==> src/rtl/bus_matrix_input_stage.sv <==
// Per-master input stage of the AHB bus matrix. It forwards the live address phase to the output
// stages and holds the transfer while no output stage grants it, stalling the master meanwhile.
module bus_matrix_input_stage #(
  parameter int unsigned ADDR_WIDTH = 32
) (
  input  logic                  HCLK,
  input  logic                  HRESETn,
  input  logic                  HSELS,
  input  logic [ADDR_WIDTH-1:0] HADDRS,
  input  logic [1:0]            HTRANSS,
  input  logic                  HWRITES,
  input  logic [2:0]            HSIZES,
  input  logic [2:0]            HBURSTS,
  input  logic [3:0]            HPROTS,
  input  logic                  HMASTLOCKS,
  input  logic                  HREADYS,
  input  logic                  active_trans,
  input  logic                  HREADYM,
  input  logic                  HRESPM,
  output logic                  HREADYOUTS,
  output logic                  HRESPS,
  output logic                  sel_trans,
  output logic                  trans_pend,
  output logic [ADDR_WIDTH-1:0] HADDRI,
  output logic [1:0]            HTRANSI,
  output logic                  HWRITEI,
  output logic [2:0]            HSIZEI,
  output logic [2:0]            HBURSTI,
  output logic [3:0]            HPROTI,
  output logic                  HMASTLOCKI
);

  typedef enum logic [1:0] {StIdle, StData, StPend} state_e;

  state_e                state_q, state_d;
  logic [ADDR_WIDTH-1:0] addr_q;
  logic [1:0]            trans_q;
  logic                  write_q;
  logic [2:0]            size_q;
  logic [2:0]            burst_q;
  logic [3:0]            prot_q;
  logic                  lock_q;
  logic                  trans_valid;
  logic                  pend;
  logic                  hold_en;

  assign trans_valid = HSELS & HTRANSS[1] & HREADYS;
  assign pend        = (state_q == StPend);
  // The held copy must stay frozen until an output stage takes it.
  assign hold_en     = HSELS & HREADYS & ~pend;

  always_ff @(posedge HCLK or negedge HRESETn) begin
    if (!HRESETn) begin
      state_q <= StIdle;
    end else begin
      state_q <= state_d;
    end
  end

  always_ff @(posedge HCLK or negedge HRESETn) begin
    if (!HRESETn) begin
      addr_q  <= '0;
      trans_q <= 2'b00;
      write_q <= 1'b0;
      size_q  <= 3'b000;
      burst_q <= 3'b000;
      prot_q  <= 4'b0000;
      lock_q  <= 1'b0;
    end else if (hold_en) begin
      addr_q  <= HADDRS;
      trans_q <= HTRANSS;
      write_q <= HWRITES;
      size_q  <= HSIZES;
      burst_q <= HBURSTS;
      prot_q  <= HPROTS;
      lock_q  <= HMASTLOCKS;
    end
  end

  always_comb begin
    state_d = state_q;
    unique case (state_q)
      StIdle, StData: begin
        if (HREADYS) begin
          if (trans_valid) begin
            state_d = active_trans ? StData : StPend;
          end else begin
            state_d = StIdle;
          end
        end
      end
      StPend: begin
        if (active_trans & HREADYM) begin
          state_d = StData;
        end
      end
      default: state_d = StIdle;
    endcase
  end

  always_comb begin
    HREADYOUTS = 1'b1;
    HRESPS     = 1'b0;
    unique case (state_q)
      StData: begin
        HREADYOUTS = HREADYM;
        HRESPS     = HRESPM;
      end
      StPend: begin
        HREADYOUTS = 1'b0;
      end
      default: begin
        HREADYOUTS = 1'b1;
        HRESPS     = 1'b0;
      end
    endcase
  end

  // BUSY is forwarded as a request so the arbiter keeps the burst on this port.
  assign trans_pend = pend;
  assign sel_trans  = pend | (HSELS & (HTRANSS != 2'b00));
  assign HADDRI     = pend ? addr_q  : HADDRS;
  assign HTRANSI    = pend ? trans_q : (HSELS ? HTRANSS : 2'b00);
  assign HWRITEI    = pend ? write_q : HWRITES;
  assign HSIZEI     = pend ? size_q  : HSIZES;
  assign HBURSTI    = pend ? burst_q : HBURSTS;
  assign HPROTI     = pend ? prot_q  : HPROTS;
  assign HMASTLOCKI = pend ? lock_q  : HMASTLOCKS;

endmodule
==> config.mk <==
export PLATFORM = sky130hd
export DESIGN_NAME = bus_matrix_input_stage
export DESIGN_NICKNAME = d
export VERILOG_FILES = /design/src/rtl/bus_matrix_input_stage.sv
export SDC_FILE = /design/constraint.sdc
export NUM_CORES = 1
export LEC_CHECK = 0
export BUFFER_PORTS_ARGS = -buffer_cell sky130_fd_sc_hd__buf_2
export CAP_MARGIN = 30
export CORE_ASPECT_RATIO = 2
export CORE_MARGIN = 2
export CORE_UTILIZATION = 44
export CTS_CLUSTER_SIZE = 14
export DETAILED_ROUTE_END_ITERATION = 8
export HOLD_SLACK_MARGIN = 0.12
export MAX_ROUTING_LAYER = met4
export PLACE_DENSITY = 0.77
export SLEW_MARGIN = 20
export SYNTH_ARGS = -nofsm -noshare
export SYNTH_HDL_FRONTEND = slang
export SYNTH_SLANG_ARGS = --single-unit
==> constraint.sdc <==
create_clock -name HCLK -period 1.3 [get_ports HCLK]
set_input_delay 0 -clock HCLK [delete_from_list [all_inputs] [get_ports HCLK]]
set_output_delay 0 -clock HCLK [all_outputs]
set_load 0.02 [all_outputs]
==> results of run 1 <==
==> cell type report <==
| cell class | instances | share of cell area |
|---|---|---|
| inverters | 1 | 0.000828 |
| well taps | 61 | 0.0168 |
| repair buffers | 179 | 0.369 |
| flip-flops and latches | 48 | 0.265 |
| multi-input cells | 110 | 0.316 |
| clock buffers | 8 | 0.0323 |
==> worst register-to-register path: cells and delay by family (launching register included) <==
| kind | cells | cell delay, ns |
|---|---|---|
| buffers and inverters | 3 | 0.45 |
| flip-flops | 1 | 0.39 |
| AND/OR/NAND/NOR | 2 | 0.32 |
| multiplexers | 1 | 0.31 |
==> final timing paths <==
path	startpoint	to	slack [ns]	depth (start not counted)
worst max-delay path	state_q[0]$_DFFE_PN0P_	HADDRI[15]	-0.42	5
worst min-delay path	HRESETn	prot_q[1]$_DFFE_PN0P_	0.20	2
worst min register to register	addr_q[22]$_DFFE_PN0P_	addr_q[22]$_DFFE_PN0P_	0.51	1
max in group asynchronous	HRESETn	addr_q[19]$_DFFE_PN0P_	0.57	3
worst max register to register	state_q[1]$_DFFE_PN0P_	addr_q[31]$_DFFE_PN0P_	-0.28	6
min in group HCLK	HSELS	state_q[0]$_DFFE_PN0P_	0.24	4
==> cell usage after synthesis <==
cell / n
buf_6: 1
buf_12: 4
nand3_1: 1
buf_2: 1
nor2_8: 1
nor3b_1: 1
inv_1: 1
o21ai_0: 3
and4_1: 1
mux2_2: 50
nand2_1: 7
nand3b_1: 1
nor2b_4: 1
a21oi_1: 1
buf_4: 4
mux2_4: 40
o41ai_1: 1
dfrtp_1: 48
and3b_1: 1
nor2_1: 1
==> routing by layer <==
metal / routed length, um / GRT usage
met1: 3140 / 0.244
met2: 5460 / 0.461
met3: 335 / 0.0297
met4: 282 / 0.112
met5: 0 / -
==> logic make-up (layout without fill, tap and decap cells) <==
logic type      Yosys count  after routing  synth area share
compound gates            5              5            0.0110
mux                      90             90             0.443
simple gates             15             15            0.0386
flops                    48             48             0.458
buf+inv                  11            188            0.0496
==> sequential cells by signal (all words and copies together), names as in the netlist <==
register / cells
lock_q: 1
prot_q: 4
burst_q: 3
trans_q: 2
addr_q: 32
state_q: 2
write_q: 1
size_q: 3
==> what timing repair did <==
action	CTS	global route
cloned	7	2
resized for setup	43	78
setup endpoints to repair	95	96
pin swaps	2	1
hold endpoints to repair	96	0
hold buffers	51	0
setup buffers	8	4
==> through the flow <==
step / utilization / TNS, ns / cells / worst slack, ns / cell area [um^2]
global placement: 0.556 / -3.71 / 331 / -0.105 / 3200
detailed placement: 0.556 / -6.21 / 331 / -0.136 / 3200
finish: 0.787 / -28.94 / 407 / -0.416 / 4530
floorplan: - / -5.77 / 169 / -0.140 / 2630
CTS: 0.738 / -24.85 / 404 / -0.362 / 4250
global route: 0.787 / -32.55 / 407 / -0.447 / 4530
==> power by group <==
part | leakage, nW | internal (mW) | switching, mW
clock | 0.0712 | 0.769 | 0.569
sequential | 0.565 | 1.79 | 0.213
combinational | 1.55 | 1.32 | 0.885
total | 2.19 | 3.88 | 1.67
==> flow_summary_export.csv, run 1 <==
group,metric,value,unit
floorplanning,die_w,58.6,um
finish,fill_cells,294,
critical_path,critPathTopFamily,"buffers and inverters",
job,drv_cap,0,
finish,area_growth,72.7,%
global_route,grt_overflow,0,
sta,relSlewSlack,0.680,
clock_tree,clock-root-buffer,"clkbuf_16",
critical_path,crit_arrival,1.72,ns
power,powerDensity,1220,nW/um^2
sta,hold_viol,0,
hold_path,hold_path.class,"primary input to asynchronous set/reset pin",
yosys,synth_area_leader_cell,"dfrtp_1",
sta,setup_ws,-0.416,ns
finish,layout_common_cells,"mux2_4, buf_2, dlygate4sd3_1, dfrtp_1, buf_6",
sta,fmax,583,MHz
sta,hold_ws,0.201,ns
drt,avgRoutedWirePerCell,22.6,um
critical_path,cp-start-kind,"flip-flop",
critical_path,critPathBufInv,3,
clock_tree,cts_buffers,5,
floorplanning,io_pins,103,
critical_path,critPathMostFrequentCell,"buf_6",
place,gp_congestion,0.843,
critical_path,path_max_fanout,7,
floorplanning,row_count,39,
yosys,synth.distinct_cells,20,
sta,skew,0.00742,ns
clock_tree,cts_max_level,2,
drt,via_count,2198,
yosys,synth_top_area_frac,0.458,
outcome,status,"finished with violations",
sta,final_max_slew_viol_count,0,
critical_path,worstPathCellList,"nor2b_4 -> buf_6 -> buf_16 -> mux2_4 -> buf_6",
drt,drt_first_pass_iters,6,
finish,multi_input_area,1430,um^2
place,dp_hpwl,4.14,mm
drt,routed_wl,9.22,mm
power,peakVddDrop,1.00,mV
yosys,synth_area,2630,um^2
finish,seq_area,1200,um^2
yosys,syn-num-nets,222,
sta,post-route-period-util,1.32,
yosys,yosys-top-cells-area,"dfrtp_1, mux2_4, mux2_2",
global_route,grt_pass1_vias,2416,
drt,drc_errors,3,
power,leakage,2.19,nW
power,p_total,5.55,mW
global_route,grt_pass1_wl,11.8,mm
sta,setup_viol,98,
finish,nNetsFinal,398,
clock_tree,clock_latency,0.29,ns
finish,antenna_cells,0,
yosys,yosysWarnings,0,
clock_tree,clkTransAtPathRegs,0.07,ns
floorplanning,initial_core_util,0.456,
yosys,synth_seq_area_share,0.458,
critical_path,path_class,"flip-flop to primary output",
sta,rsz0062_at_grt,"yes",
yosys,synth-seq-cells,48,
global_route,grt_max_degree,31,
floorplanning,dieArea,6640,um^2
drt,ant_nets,0,
finish,layout_commonest_cell,"mux2_4",
critical_path,worst_path_max_delay_cell,"dfrtp_1",
finish,drive_above_1_share,0.659,
critical_path,required,1.30,ns
outcome,violations,"design-rule violations, negative setup slack",
clock_tree,cts_tree,"done",
global_route,grtUsageTotal,0.247,
yosys,syn_inst,169,
floorplanning,core,5760,um^2
critical_path,cpPeakStageDelay,0.43,ns
drt,drt-vias-per-instance,5.40,
floorplanning,fp.dieH,113,um
yosys,syn_avg_cell_area,15.5,um^2
sta,period_minus_slack,1.72,ns
drt,drt_iter0_drc,53,
place,port_buffers,102,
sta,tightest_slew,0.480,ns
clock_tree,cts.path.max_buffers,2,
critical_path,cp-end-kind,"primary output",
global_route,antenna_found_initial,0,
clock_tree,clock_sinks,48,
Note: power is estimated with default switching activity, not from simulation.
==> run 2: changes to the inputs <==
--- a/config.mk
+++ b/config.mk
@@ -12,9 +12,10 @@
 export CORE_UTILIZATION = 44
 export CTS_CLUSTER_SIZE = 14
 export DETAILED_ROUTE_END_ITERATION = 8
+export GPL_TIMING_DRIVEN = 0
 export HOLD_SLACK_MARGIN = 0.12
 export MAX_ROUTING_LAYER = met4
-export PLACE_DENSITY = 0.77
+export PLACE_DENSITY = 0.85
 export SLEW_MARGIN = 20
 export SYNTH_ARGS = -nofsm -noshare
 export SYNTH_HDL_FRONTEND = slang
==> run 2 against run 1 <==
The run still ends with design-rule violations, negative setup slack left; die area unchanged; register-to-register slack worse by 0.05 ns; sequential share of layout area up 0.94 points; worst setup slack better by 0.064 ns; routed wire length down 14%; worst hold slack worse by 0.027 ns; non-clock buffer count down 1.
==> flow_summary_export.csv, run 2 (synthesized netlist as in run 1, its figures left out) <==
group,metric,value,unit
sta,final_max_slew_viol_count,0,
floorplanning,fp.dieH,113,um
finish,layout_commonest_cell,"buf_2",
clock_tree,clock-root-buffer,"clkbuf_16",
sta,setup_ws,-0.352,ns
global_route,grt_overflow,0,
finish,drive_above_1_share,0.664,
critical_path,cp-end-kind,"primary output",
sta,rsz0062_at_grt,"yes",
drt,drt_first_pass_iters,6,
finish,layout_common_cells,"buf_2, mux2_4, dlygate4sd3_1, dfrtp_1, mux2_2",
finish,area_growth,66.8,%
floorplanning,row_count,39,
sta,setup_viol,94,
drt,drc_errors,2,
place,port_buffers,102,
finish,design_area,4380,um^2
critical_path,critPathMostFrequentCell,"buf_12",
sta,hold_viol,0,
sta,fmax,605,MHz
critical_path,path_max_fanout,10,
finish,largest_reg_flops,32,
global_route,antenna_found_initial,0,
critical_path,r2r_cells,7,
critical_path,r2r_end,"addr_q[13]$_DFFE_PN0P_",
global_route,grtUsageTotal,0.248,
critical_path,cp-start-kind,"flip-flop",
place,place_area,3230,um^2
drt,avgRoutedWirePerCell,19.5,um
clock_tree,cts_tree,"done",
global_route,grt_pass1_vias,2377,
sta,finalSetupTns,-28.84,ns
drt,drt_iter0_drc,87,
sta,skew,0.00451,ns
floorplanning,core,5760,um^2
critical_path,reg2reg_slack,-0.33,ns
clock_tree,clock_latency,0.29,ns
floorplanning,initial_core_util,0.456,
clock_tree,clock_sinks,48,
clock_tree,cts_max_level,2,
hold_path,hold_path.class,"primary input to asynchronous set/reset pin",
power,powerDensity,1250,nW/um^2
finish,regMostFlops,"addr_q",
place,gp_congestion,0.773,
critical_path,reg2reg_from,"state_q[1]$_DFFE_PN0P_",
drt,via_count,2128,
critical_path,worstPathCellList,"nor2b_4 -> buf_12 -> buf_12 -> mux2_2 -> buf_2",
power,peakVddDrop,1.19,mV
job,drv_cap,0,
power,leakage,2.09,nW
sta,relSlewSlack,0.715,
power,p_total,5.48,mW
drt,ant_nets,0,
critical_path,worst_path_max_delay_cell,"dfrtp_1",
global_route,grt_max_degree,33,
drt,routed_wl,7.93,mm
finish,seq_area,1200,um^2
clock_tree,clkTransAtPathRegs,0.06,ns
sta,period_minus_slack,1.65,ns
sta,tightest_slew,0.428,ns
floorplanning,io_pins,103,
outcome,status,"finished with violations",
finish,antenna_cells,0,
finish,top_regs,"addr_q (32), prot_q (4)",
critical_path,cpPeakStageDelay,0.41,ns
sta,post-route-period-util,1.27,
outcome,violations,"design-rule violations, negative setup slack",
floorplanning,die_w,58.6,um
sta,hold_ws,0.174,ns
floorplanning,dieArea,6640,um^2
critical_path,crit_arrival,1.65,ns
critical_path,required,1.30,ns
drt,drt-vias-per-instance,5.24,
critical_path,critPathBufInv,3,
finish,fill_cells,318,
finish,multi_input_area,1370,um^2
clock_tree,cts.path.max_buffers,2,
critical_path,critPathTopFamily,"buffers and inverters",
place,dp_hpwl,4.21,mm
finish,nNetsFinal,397,
critical_path,path_class,"flip-flop to primary output",
global_route,grt_pass1_wl,11.8,mm
clock_tree,cts_buffers,5,
-- run 2: changes by cell type in the layout (fill, tap and decap cells not counted), sizes merged --
cell      delta
buf          +1
clkbuf       -5
clkinv       +1
bufinv       +1
clkinvlp     +1
-- run 2: repair_timing --
item | CTS | global route
setup buffers | 11 | 2
hold buffers | 51 | 0
hold endpoints to repair | 96 | 0
pin swaps | 0 | 1
gates resized for setup | 39 | 40
gates cloned | 4 | 0
endpoints found under the setup margin | 95 | 95
-- run 2: layer usage --
metal	GRT usage	vias to the layer above	share of wire
met5	-	-	0
met4	0.111	0	0.024
met3	0.0571	21	0.046
met2	0.450	79	0.58
met1	0.239	1068	0.35
li1	-	960	-
-- run 2: per-stage QoR --
| stage | cells | utilization | setup slack [ns] |
|---|---|---|---|
| final | 406 | 0.761 | -0.352 |
| after floorplan | 169 | - | -0.140 |
| after global routing | 406 | 0.761 | -0.395 |
| after global placement | 332 | 0.558 | -0.279 |
| after detailed placement | 333 | 0.561 | -0.309 |
| after CTS | 407 | 0.743 | -0.352 |
-- run 2: worst max-delay path by stage --
stage	from	to	slack (ns)	depth (start not counted)
final	state_q[0]$_DFFE_PN0P_	HADDRI[4]	-0.35	5
after global routing	state_q[0]$_DFFE_PN0P_	HWRITEI	-0.40	5
after CTS	state_q[0]$_DFFE_PN0P_	HSIZEI[0]	-0.35	5
after detailed placement	state_q[1]$_DFFE_PN0P_	addr_q[26]$_DFFE_PN0P_	-0.31	5
after global placement	state_q[1]$_DFFE_PN0P_	addr_q[19]$_DFFE_PN0P_	-0.28	5
after floorplan	state_q[1]$_DFFE_PN0P_	addr_q[0]$_DFFE_PN0P_	-0.14	5
-- run 2: power by group --
group / switching, mW / total, mW / leakage, nW / internal, mW
clock: 0.581 / 1.48 / 0.0798 / 0.904
sequential: 0.186 / 1.98 / 0.565 / 1.79
combinational: 0.813 / 2.01 / 1.45 / 1.20
-- run 2: final cells by class --
class                      count  share of cell area
inverter                       1            0.000857
sequential                    48               0.274
multi-input combinational    110               0.313
clock inverter                 3             0.00971
buffer                         8              0.0346
tap                           61              0.0174
clock buffer                   5              0.0286
timing repair buffer         170               0.322
